[config.mk]
export PLATFORM = sky130hd
export DESIGN_NAME = chacha_byte_host
export DESIGN_NICKNAME = d
export VERILOG_FILES = /design/src/rtl/chacha_pkg.sv /design/src/rtl/chacha_rx_packer.sv /design/src/rtl/chacha_byte_host.sv
export SDC_FILE = /design/constraint.sdc
export NUM_CORES = 1
export LEC_CHECK = 0
export CORE_ASPECT_RATIO = 1.2
export CORE_MARGIN = 2
export CORE_UTILIZATION = 65
export CTS_CLUSTER_SIZE = 8
export DETAILED_ROUTE_END_ITERATION = 10
export DONT_BUFFER_PORTS = 1
export GPL_ROUTABILITY_DRIVEN = 0
export MAX_ROUTING_LAYER = met4
export PLACE_DENSITY = 0.92
export SKIP_CTS_REPAIR_TIMING = 1
export SLEW_MARGIN = 0
export SYNTH_ARGS = -nofsm -noshare
export SYNTH_HDL_FRONTEND = slang
export SYNTH_SLANG_ARGS = --single-unit
[constraint.sdc]
create_clock -name clk -period 2.2 [get_ports clk]
set_input_delay 0.22 -clock clk [delete_from_list [all_inputs] [get_ports clk]]
set_output_delay 0.22 -clock clk [all_outputs]
set_load 0.03 [all_outputs]
[src/rtl/chacha_pkg.sv]
// Shared widths, block size default and state encodings for the ChaCha
// byte-serial host link.
package chacha_pkg;

  localparam int BYTE_W              = 8;
  localparam int WORD_W              = 32;
  localparam int BYTES_PER_WORD      = WORD_W / BYTE_W;
  localparam int IDX_W               = $clog2(BYTES_PER_WORD);
  localparam int BLOCK_WORDS_DEFAULT = 16;

  typedef enum logic {
    TX_IDLE = 1'b0,
    TX_SEND = 1'b1
  } tx_state_e;

  typedef enum logic {
    RX_COLLECT = 1'b0,
    RX_HOLD    = 1'b1
  } rx_state_e;

endpackage

[src/rtl/chacha_rx_packer.sv]
// Reassembles the core's LSB-first byte stream into 32-bit words and holds
// each word until the downstream consumer takes it.
module chacha_rx_packer
  import chacha_pkg::*;
(
  input  logic              clk,
  input  logic              rst_n,
  input  logic              flush,
  input  logic [BYTE_W-1:0] rx_byte,
  input  logic              rx_valid,
  output logic              rx_ready,
  output logic [WORD_W-1:0] out_word,
  output logic              out_valid,
  input  logic              out_ready,
  output logic              out_fire
);

  localparam logic [IDX_W-1:0] LAST_IDX = IDX_W'(BYTES_PER_WORD - 1);

  rx_state_e         state_q, state_d;
  logic [IDX_W-1:0]  idx_q, idx_d;
  logic [WORD_W-1:0] word_q, word_d;

  always_comb begin
    state_d   = state_q;
    idx_d     = idx_q;
    word_d    = word_q;
    rx_ready  = 1'b0;
    out_valid = 1'b0;
    out_fire  = 1'b0;
    if (flush) begin
      state_d = RX_COLLECT;
      idx_d   = '0;
    end else begin
      case (state_q)
        RX_COLLECT: begin
          rx_ready = 1'b1;
          if (rx_valid) begin
            for (int i = 0; i < BYTES_PER_WORD; i++) begin
              if (idx_q == IDX_W'(i)) word_d[i*BYTE_W +: BYTE_W] = rx_byte;
            end
            idx_d = idx_q + 1'b1;
            if (idx_q == LAST_IDX) state_d = RX_HOLD;
          end
        end
        RX_HOLD: begin
          out_valid = 1'b1;
          if (out_ready) begin
            out_fire = 1'b1;
            state_d  = RX_COLLECT;
            idx_d    = '0;
          end
        end
      endcase
    end
  end

  always_ff @(posedge clk or negedge rst_n) begin
    if (!rst_n) begin
      state_q <= RX_COLLECT;
      idx_q   <= '0;
      word_q  <= '0;
    end else begin
      state_q <= state_d;
      idx_q   <= idx_d;
      word_q  <= word_d;
    end
  end

  assign out_word = word_q;

endmodule

[src/rtl/chacha_byte_host.sv]
// Word-to-byte serializer towards the ChaCha core plus byte-to-word return
// path with per-block last-word flagging.
module chacha_byte_host
  import chacha_pkg::*;
#(
  parameter int BLOCK_WORDS = BLOCK_WORDS_DEFAULT
) (
  input  logic        clk,
  input  logic        rst_n,
  input  logic        flush,
  input  logic [31:0] in_word,
  input  logic        in_key,
  input  logic        in_valid,
  output logic        in_ready,
  output logic [7:0]  tx_byte,
  output logic        tx_key,
  output logic        tx_valid,
  input  logic        tx_ready,
  input  logic [7:0]  rx_byte,
  input  logic        rx_valid,
  output logic        rx_ready,
  output logic [31:0] out_word,
  output logic        out_valid,
  input  logic        out_ready,
  output logic        out_last
);

  localparam int               CNT_W    = $clog2(BLOCK_WORDS);
  localparam logic [CNT_W-1:0] CNT_LAST = CNT_W'(BLOCK_WORDS - 1);
  localparam logic [IDX_W-1:0] LAST_IDX = IDX_W'(BYTES_PER_WORD - 1);

  tx_state_e         tx_state_q, tx_state_d;
  logic [WORD_W-1:0] shift_q, shift_d;
  logic              key_q, key_d;
  logic [IDX_W-1:0]  tx_idx_q, tx_idx_d;
  logic [CNT_W-1:0]  cnt_q, cnt_d;
  logic              out_fire;
  logic              key_accept;

  always_comb begin
    tx_state_d = tx_state_q;
    shift_d    = shift_q;
    key_d      = key_q;
    tx_idx_d   = tx_idx_q;
    in_ready   = 1'b0;
    if (flush) begin
      tx_state_d = TX_IDLE;
      tx_idx_d   = '0;
    end else begin
      case (tx_state_q)
        TX_IDLE: begin
          in_ready = 1'b1;
          if (in_valid) begin
            shift_d    = in_word;
            key_d      = in_key;
            tx_idx_d   = '0;
            tx_state_d = TX_SEND;
          end
        end
        TX_SEND: begin
          if (tx_ready) begin
            shift_d  = shift_q >> BYTE_W;
            tx_idx_d = tx_idx_q + 1'b1;
            if (tx_idx_q == LAST_IDX) tx_state_d = TX_IDLE;
          end
        end
      endcase
    end
  end

  // Byte outputs come straight from flops so the core sees glitch-free pins.
  assign tx_valid = (tx_state_q == TX_SEND);
  assign tx_byte  = shift_q[BYTE_W-1:0];
  assign tx_key   = key_q;

  assign key_accept = in_valid & in_ready & in_key;

  // A key word starts a fresh block even if a word is consumed the same cycle.
  always_comb begin
    cnt_d = cnt_q;
    if (flush || key_accept) cnt_d = '0;
    else if (out_fire)       cnt_d = cnt_q + 1'b1;
  end

  always_ff @(posedge clk or negedge rst_n) begin
    if (!rst_n) begin
      tx_state_q <= TX_IDLE;
      shift_q    <= '0;
      key_q      <= 1'b0;
      tx_idx_q   <= '0;
      cnt_q      <= '0;
    end else begin
      tx_state_q <= tx_state_d;
      shift_q    <= shift_d;
      key_q      <= key_d;
      tx_idx_q   <= tx_idx_d;
      cnt_q      <= cnt_d;
    end
  end

  chacha_rx_packer u_rx_packer (
    .clk       (clk),
    .rst_n     (rst_n),
    .flush     (flush),
    .rx_byte   (rx_byte),
    .rx_valid  (rx_valid),
    .rx_ready  (rx_ready),
    .out_word  (out_word),
    .out_valid (out_valid),
    .out_ready (out_ready),
    .out_fire  (out_fire)
  );

  assign out_last = out_valid & (cnt_q == CNT_LAST);

endmodule

==> flow_summary.ini, run 1 <==
[floorplan]
core_sq_um = 5300
dieArea_sq_um = 6150
dieWidth_microns = 71.9
initial_core_util_pct = 67.9
dieHeight_microns = 85.5
io_pins = 94
rows = 29

[job]
maxCapViolCount = 0

[route]
viasPerCell = 6.04
first_pass_iters = 4
drc_errors = 0
wire_per_inst_microns = 20.0
drtIter0Drc = 98
ant_nets = 0
vias = 1867
drt_wl_total_microns = 6200

[synthesis]
ys_seq_area_share_pct = 52.2
yosys.area.top_type = dfrtp_1
ys_ff_latch = 75
syn_inst = 244
synthTopCellsByArea = dfrtp_1 52%, mux2_2 13%, mux2_4 13%
avgSynthCellArea_sq_um = 14.7
synth_warnings = 0
syn-num-nets = 298
netlist_area_sq_um = 3600
ys_types = 32
synth_top_area_share_pct = 52.2

[sta]
tightest_slew_ns = 0.592
timing.final.crit_share_pct = 76.9
slew_headroom_pct = 60.6
fin_skew_ns = 0.00835
setup_tns_ns = 0
rsz0062_at_grt = false
fmax_mhz = 591
period_needed_ns = 1.69
hold_viol = 0
drv_slew = 0
setup_viol = 0
holdWs_ns = 0.0211

[pwr]
vdd_drop_max_v = 0.000731
p_seq_share_pct = 57.6
p_per_area_nw_per_um2 = 1090
internal-power_w = 0.00277
p_leak_nw = 1.73
p_clk_share_pct = 27.3
switchingPower_w = 0.00139
swShare_pct = 33.3
combinationalPowerShare_pct = 15.1

[finish]
finalNonFillerCells = 309
syn_to_final_growth_pct = 5.63
fin_nets = 296
drive_gt1_share_pct = 40.2

[cts]
cts_buffers = 9
cts_tree = yes
cts_max_level = 3
root_buffer = clkbuf_8
clkTransAtPathRegs_ns = 0.07
cts_buffer_depth = 2
cts_sinks = 75
clock_latency_ns = 0.34

[global_routing]
grt_pass1_wl_microns = 10100
grt_pass1_vias = 1997
gr-total-overflow = 0
antenna_found_initial = 1
track_usage_pct = 22.2
grt_max_degree = 76

[worst_setup_path]
cp.required_ns = 2.41
cp-start-kind = register
path_max_fanout = 8
worst-setup-path-type = reg -> reg
reg2reg_depth = 4
crit_path_end_kind = register
worstPathArrival_ns = 1.90

[placed_design]
placedCellCount = 290
hpwl_microns = 4280
port-buffer-count = 0

[min_path]
holdPathStages = 1
hold_path_class = in -> reg

[run_status]
status = finished clean
-- synth_stat cells --
| cell | instances |
|---|---|
| and4_1 | 1 |
| nor2_1 | 10 |
| or3_1 | 1 |
| nand4b_1 | 1 |
| a2bb2oi_1 | 1 |
| mux2_2 | 43 |
| ha_1 | 6 |
| nand2_1 | 2 |
| and3_1 | 4 |
| inv_1 | 5 |
| a21o_1 | 1 |
| o21ai_0 | 2 |
| o31ai_1 | 1 |
| a21oi_4 | 1 |
| dfrtp_1 | 75 |
| buf_4 | 8 |
| nand2b_2 | 1 |
| nand3_1 | 1 |
| nor2_2 | 1 |
| a311oi_1 | 1 |
| mux2_4 | 32 |
| mux2_1 | 14 |
| buf_2 | 2 |
| buf_6 | 10 |
| nor2b_1 | 8 |
| a21oi_1 | 1 |
| xor2_1 | 4 |
| a22oi_1 | 2 |
| mux2i_1 | 2 |
| a32oi_1 | 1 |
| nand3b_1 | 1 |
| o21bai_1 | 1 |
-- logic make-up after synthesis --
kind of cell	Yosys count	share of synthesized area, %
flops	75	52.2
buf+inv	25	5.60
xor+xnor	4	0.974
fa+ha+maj	6	2.09
mux	91	31.8
compound gates	12	2.64
simple gates	31	4.77
-- per-stage QoR --
step | worst slack [ns] | instance area (sq um) | util (%) | total power (W)
global placement | 0.579 | 3540 | 66.7 | 0.00296
floorplan | 0.564 | 3600 | - | 0.00294
detailed placement | 0.506 | 3540 | 66.7 | 0.00301
finish | 0.508 | 3800 | 71.7 | 0.00416
CTS | 0.494 | 3750 | 70.8 | 0.00415
global route | 0.434 | 3800 | 71.7 | 0.00434
-- worst paths after layout --
| path | start | endpoint | slack, ns |
|---|---|---|---|
| hold / removal | tx_ready | tx_valid | 0.02 |
| min in group asynchronous | rst_n | shift_q[5] | 0.42 |
| setup / recovery | u_rx_packer.idx_q[0] | u_rx_packer.out_word[5] | 0.51 |
| setup reg to reg | u_rx_packer.idx_q[0] | u_rx_packer.out_word[5] | 0.51 |
| hold reg to reg | shift_q[31] | shift_q[31] | 0.50 |
| max in group asynchronous | rst_n | tx_valid | 1.46 |
-- placed cells by master, fill, tap and decap left out, types with 2 or more instances in the layout --
cell,netlist,layout
a22oi_1,2,2
and3_1,4,4
buf_4,8,3
bufinv_16,0,2
clkbuf_8,0,9
dfrtp_1,75,74
dlygate4sd3_1,0,2
ha_1,6,6
inv_1,5,5
mux2_1,14,14
mux2_2,43,43
mux2_4,32,32
mux2i_1,2,2
nand2_1,2,2
nor2_1,10,10
nor2b_1,8,8
o21ai_0,2,2
xor2_1,4,4
-- power groups by stage --
stage / Sequential, W / Clock (W) / Combinational [W]
2_1_floorplan: 0.00224 / 0 / 0.000708
3_5_place_dp: 0.00242 / 0 / 0.000599
4_1_cts: 0.00240 / 0.00116 / 0.000597
6_report: 0.00239 / 0.00113 / 0.000626
5_1_grt: 0.00243 / 0.00122 / 0.000690
3_3_place_gp: 0.00240 / 0 / 0.000562
-- critical path, stage by stage, from the launching register on --
cell	delay [ns]
dfrtp_1	0.44
inv_1	0.11
ha_1	0.14
and3_1	0.53
mux2_4	0.35
-- state kept, by name, indices dropped and copies added (netlist names) --
name	count
u_rx_packer.out_word	32
u_rx_packer.state_q	1
tx_valid	1
u_rx_packer.idx_q	2
cnt_q	4
tx_idx_q	2
shift_q	32
tx_key	1
-- final cells by class --
class	count	area, sq um
sequential	75	1880
fill	350	1500
antenna	1	2.50
tap	62	77.6
clock inverter	6	90.1
multi-input combinational	144	1520
clock buffer	9	124
inverter	5	18.8
timing repair buffer	7	90.1
-- metal layers --
metal / track usage [%] / up-vias / routed length, microns / part of all wire, %
met4: 6.17 / 0 / 68 / 1.1
met1: 27.1 / 936 / 2450 / 39
met2: 35.1 / 78 / 3180 / 51
met3: 7.87 / 8 / 499 / 8.1
li1: - / 845 / - / -
met5: - / - / 0 / 0
No activity file was read; power rests on OpenSTA's default activity.
==> run 2: changes to the inputs <==
--- a/config.mk
+++ b/config.mk
@@ -7,13 +7,13 @@
 export LEC_CHECK = 0
 export CORE_ASPECT_RATIO = 1.2
 export CORE_MARGIN = 2
-export CORE_UTILIZATION = 65
+export CORE_UTILIZATION = 57
 export CTS_CLUSTER_SIZE = 8
 export DETAILED_ROUTE_END_ITERATION = 10
 export DONT_BUFFER_PORTS = 1
 export GPL_ROUTABILITY_DRIVEN = 0
 export MAX_ROUTING_LAYER = met4
-export PLACE_DENSITY = 0.92
+export PLACE_DENSITY = 0.86
 export SKIP_CTS_REPAIR_TIMING = 1
 export SLEW_MARGIN = 0
 export SYNTH_ARGS = -nofsm -noshare
==> constraint.sdc (replaced) <==
create_clock -name clk -period 1.4 [get_ports clk]
set_input_delay 0.14 -clock clk [delete_from_list [all_inputs] [get_ports clk]]
set_output_delay 0.14 -clock clk [all_outputs]
set_load 0.03 [all_outputs]
==> flow_summary.ini, run 2 (synthesized netlist as in run 1, its figures left out) <==
[run_status]
violations = hold timing, setup timing
status = finished, violations left

[floorplan]
dieHeight_microns = 91.0
dieWidth_microns = 76.5
initial_core_util_pct = 59.1
dieArea_sq_um = 6970
io_pins = 94
core_sq_um = 6090
rows = 31

[sta]
setup_tns_ns = -1.16
slew_headroom_pct = 76.0
holdWs_ns = -0.523
setup_viol = 42
hold_viol = 75
period_needed_ns = 1.46
rsz0062_at_grt = true
fmax_mhz = 687
fin_skew_ns = 0.0103
drv_slew = 0
tightest_slew_ns = 0.360
timing.final.crit_share_pct = 104
layout_setup_ws_ns = -0.0566

[job]
maxCapViolCount = 0

[cts]
clock_latency_ns = 0.34
clkTransAtPathRegs_ns = 0.09
cts_tree = yes
cts_buffers = 9
cts_sinks = 75
cts_buffer_depth = 2
cts_max_level = 3
root_buffer = clkbuf_8

[global_routing]
track_usage_pct = 21.1
grt_pass1_vias = 2091
grt_pass1_wl_microns = 11100
grt_max_degree = 76
antenna_found_initial = 1
gr-total-overflow = 0

[pwr]
p_clk_share_pct = 23.3
internal-power_w = 0.00434
combinationalPowerShare_pct = 19.9
swShare_pct = 35.0
p_seq_share_pct = 56.8
vdd_drop_max_v = 0.000780
p_total_w = 0.00667
switchingPower_w = 0.00233
p_per_area_nw_per_um2 = 1520
p_leak_nw = 2.02

[min_path]
hold_path_class = in -> async

[route]
drtIter0Drc = 95
ant_nets = 0
viasPerCell = 5.56
drt_wl_total_microns = 7470
wire_per_inst_microns = 20.6
first_pass_iters = 3
drc_errors = 0
vias = 2018

[placed_design]
port-buffer-count = 0
hpwl_microns = 4790
placedCellCount = 326

[finish]
drive_gt1_share_pct = 51.1
fill_cells = 392
mostFrequentLayoutCell = dfrtp_1
fin_nets = 329
finish.utilization_pct = 71.9
finalNonFillerCells = 363
syn_to_final_growth_pct = 21.7
final_cell_mix = 72 x dfrtp_1, 67 x mux2_4, 16 x mux2_2

[worst_setup_path]
worstPathArrival_ns = 1.69
r2r_slack_ns = -0.06
reg2reg_from = tx_valid
path_delay_family = flip-flops
cp-start-kind = register
cp.depth = 5
cp.required_ns = 1.63
critical_path.cell_chain = nand2b_4, a21oi_4, buf_12, clkbuf_16, mux2_4
path_max_fanout = 7
cp_slowest_cell = dfrtp_2
rr_endpoint = shift_q[4]
critPathBufInv = 2
crit_path_end_kind = register
critPathMaxStageDelay_ns = 0.43
worst-setup-path-type = reg -> reg
reg2reg_depth = 5
==> run 2: cell types whose count changed in the layout (fill, tap and decap cells not counted), sizes merged <==
| cell | previous run | this run |
|---|---|---|
| clkbuf | 9 | 12 |
| bufinv | 2 | 0 |
| dlygate4sd3 | 2 | 12 |
| buf | 5 | 26 |
| clkinvlp | 1 | 3 |
==> run 2: through the flow <==
stage               setup slack (ns)  hold WS, ns  cell area, sq um
floorplan                     -0.117       -0.156              3740
global placement             -0.0637       -0.154              3880
detailed placement            -0.147       -0.154              3880
CTS                           -0.175       -0.533              4060
global route                  -0.107       -0.548              4380
finish                       -0.0566       -0.523              4380
==> run 2: per-layer routing <==
metal  vias up  routed length [microns]  track usage, %
met2        59                     3930            33.0
met3         7                      316            5.17
met4         0                      104            8.18
met1      1038                     3120            26.6
li1        914                        -               -
met5         -                        0               -
==> run 2: area by class of cell <==
class	instances	area [sq um]	share of cell area, %
Clock inverter	6	48.8	1.11
Tap cell	82	103	2.34
Sequential cell	75	1880	43.0
Antenna cell	1	2.50	0.0572
Clock buffer	10	138	3.14
Multi-Input combinational cell	144	1710	39.1
Inverter	5	21.3	0.486
Timing Repair Buffer	40	470	10.7
==> run 2: power groups by stage <==
| stage | logic [W] | clock network, W | registers (W) |
|---|---|---|---|
| finish | 0.00133 | 0.00156 | 0.00379 |
| global route | 0.00142 | 0.00168 | 0.00385 |
| CTS | 0.00120 | 0.00158 | 0.00378 |
| detailed placement | 0.00118 | 0 | 0.00381 |
| global placement | 0.00112 | 0 | 0.00378 |
| floorplan | 0.00129 | 0 | 0.00353 |
==> run 2: how the worst max path moves through the flow <==
stage / end / from
global placement: u_rx_packer.out_word[26] / u_rx_packer.idx_q[0]
CTS: out_last / u_rx_packer.state_q
global route: out_last / u_rx_packer.state_q
detailed placement: u_rx_packer.out_word[28] / u_rx_packer.idx_q[1]
finish: shift_q[4] / tx_valid
floorplan: shift_q[30] / tx_valid
==> run 3: changes to the inputs <==
--- a/config.mk
+++ b/config.mk
@@ -6,16 +6,15 @@
 export NUM_CORES = 1
 export LEC_CHECK = 0
 export CORE_ASPECT_RATIO = 1.2
-export CORE_MARGIN = 2
-export CORE_UTILIZATION = 57
+export CORE_UTILIZATION = 63
 export CTS_CLUSTER_SIZE = 8
 export DETAILED_ROUTE_END_ITERATION = 10
 export DONT_BUFFER_PORTS = 1
 export GPL_ROUTABILITY_DRIVEN = 0
 export MAX_ROUTING_LAYER = met4
-export PLACE_DENSITY = 0.86
+export PLACE_DENSITY = 0.9
 export SKIP_CTS_REPAIR_TIMING = 1
-export SLEW_MARGIN = 0
+export SLEW_MARGIN = 25
 export SYNTH_ARGS = -nofsm -noshare
 export SYNTH_HDL_FRONTEND = slang
 export SYNTH_SLANG_ARGS = --single-unit
==> constraint.sdc (replaced) <==
create_clock -name clk -period 1.63 [get_ports clk]
set_input_delay 0.163 -clock clk [delete_from_list [all_inputs] [get_ports clk]]
set_output_delay 0.163 -clock clk [all_outputs]
set_load 0.03 [all_outputs]
==> flow_summary.ini, run 3 (synthesized netlist as in run 1, its figures left out) <==
[run_status]
status = finished, violations left
violations = DRC, hold timing

[worst_setup_path]
path_max_fanout = 5
critical_path.cell_chain = buf_4, nor2_1, a311oi_1, dlygate4sd3_1
cp.required_ns = 1.90
cp-start-kind = register
cp_slowest_cell = dlygate4sd3_1
worstPathArrival_ns = 1.82
crit_path_end_kind = register
critPathMaxStageDelay_ns = 0.59
worst-setup-path-type = reg -> reg

[finish]
fill_cells = 335
fin_nets = 314
mostFrequentLayoutCell = dfrtp_1
final_cell_mix = 74 x dfrtp_1, 43 x mux2_2, 32 x mux2_4
final_area_sq_um = 3970
syn_to_final_growth_pct = 10.3
drive_gt1_share_pct = 41.9
n_antenna_cell = 0

[placed_design]
hpwl_microns = 4130
dpl_cell_area_sq_um = 3640
port-buffer-count = 0

[route]
viasPerCell = 5.95
vias = 1945
wire_per_inst_microns = 19.7
wl_met3_microns = 441
drtIter0Drc = 84
ant_nets = 0
drc_errors = 8
wl_met2_microns = 3250
wl_met1_microns = 2630
maxUsedRoutingLayer = met4
drt_wl_total_microns = 6440
first_pass_iters = 9

[min_path]
hold_path_class = in -> async

[sta]
hold_viol = 75
tightest_slew_ns = 0.375
period_needed_ns = 1.55
fin_skew_ns = 0.0102
fmax_mhz = 645
rsz0062_at_grt = false
holdWs_ns = -0.485
setup_viol = 0
setup_tns_ns = 0
drv_slew = 0
slew_headroom_pct = 75.0
timing.final.crit_share_pct = 95.1

[global_routing]
track_usage_pct = 22.1
grt_pass1_wl_microns = 9800
grt_pass1_vias = 1960
grt_max_degree = 76
gr-total-overflow = 0
antenna_found_initial = 0

[floorplan]
dieArea_sq_um = 6020
initial_core_util_pct = 66.5
rows = 29
io_pins = 94
dieWidth_microns = 71.0
core_sq_um = 5410
dieHeight_microns = 84.8

[cts]
root_buffer = clkbuf_8
cts_tree = yes
cts_max_level = 3
clkTransAtPathRegs_ns = 0.08
clock_latency_ns = 0.34
cts_buffers = 9
cts_sinks = 75
cts_buffer_depth = 2

[job]
maxCapViolCount = 0

[pwr]
vdd_drop_max_v = 0.000860
p_per_area_nw_per_um2 = 1390
p_total_w = 0.00552
p_leak_nw = 1.81
run 3: routing by layer:
layer	vias to the layer above	global-route usage [%]
met5	-	-
met2	76	33.0
li1	880	-
met4	0	9.82
met3	12	6.60
met1	977	28.0
run 3: final cells by class:
class | count | area (sq um) | share of cell area [%]
timing repair buffer | 25 | 268 | 6.75
inverter | 5 | 18.8 | 0.473
tap | 62 | 77.6 | 1.96
multi-input combinational | 144 | 1520 | 38.4
sequential | 75 | 1880 | 47.3
clock inverter | 5 | 60.1 | 1.51
clock buffer | 11 | 141 | 3.56
run 3: worst max-delay path: cells and delay by family, from the launching register on:
| kind | cells | cell delay, ns |
|---|---|---|
| AO/OA/AOI/OAI | 1 | 0.27 |
| buffers and inverters | 2 | 0.74 |
| AND/OR/NAND/NOR | 1 | 0.06 |
| flip-flops | 1 | 0.41 |
run 3: where the power goes:
group,leakage (nW),switching (W),internal [W],total [W]
Sequential,0.933,0.000922,0.00230,0.00323
Clock,0.100,0.000676,0.000758,0.00143
Combinational,0.779,0.000256,0.000606,0.000863
Total,1.81,0.00185,0.00367,0.00552
run 3: path summary, 6_finish.rpt:
check,startpoint,end,slack [ns],cells past startpoint
min in group clk,in_valid,tx_key,0.04,2
worst max register to register,tx_valid,tx_valid,0.08,4
worst max-delay path,tx_valid,tx_valid,0.08,4
worst min register to register,shift_q[31],shift_q[31],0.50,1
worst min-delay path,rst_n,shift_q[20],-0.49,0
max in group asynchronous,rst_n,u_rx_packer.state_q,2.01,0
run 3: stage by stage:
step | hold WS, ns | utilization, % | cells | setup WS, ns
2_1_floorplan | -0.133 | - | 244 | 0.0498
3_3_place_gp | -0.131 | 67.3 | 299 | 0.107
3_5_place_dp | -0.131 | 67.3 | 299 | 0.0304
4_1_cts | -0.507 | 71.1 | 315 | 0.0255
5_1_grt | -0.513 | 73.4 | 327 | 0.0271
6_report | -0.485 | 73.4 | 327 | 0.0797
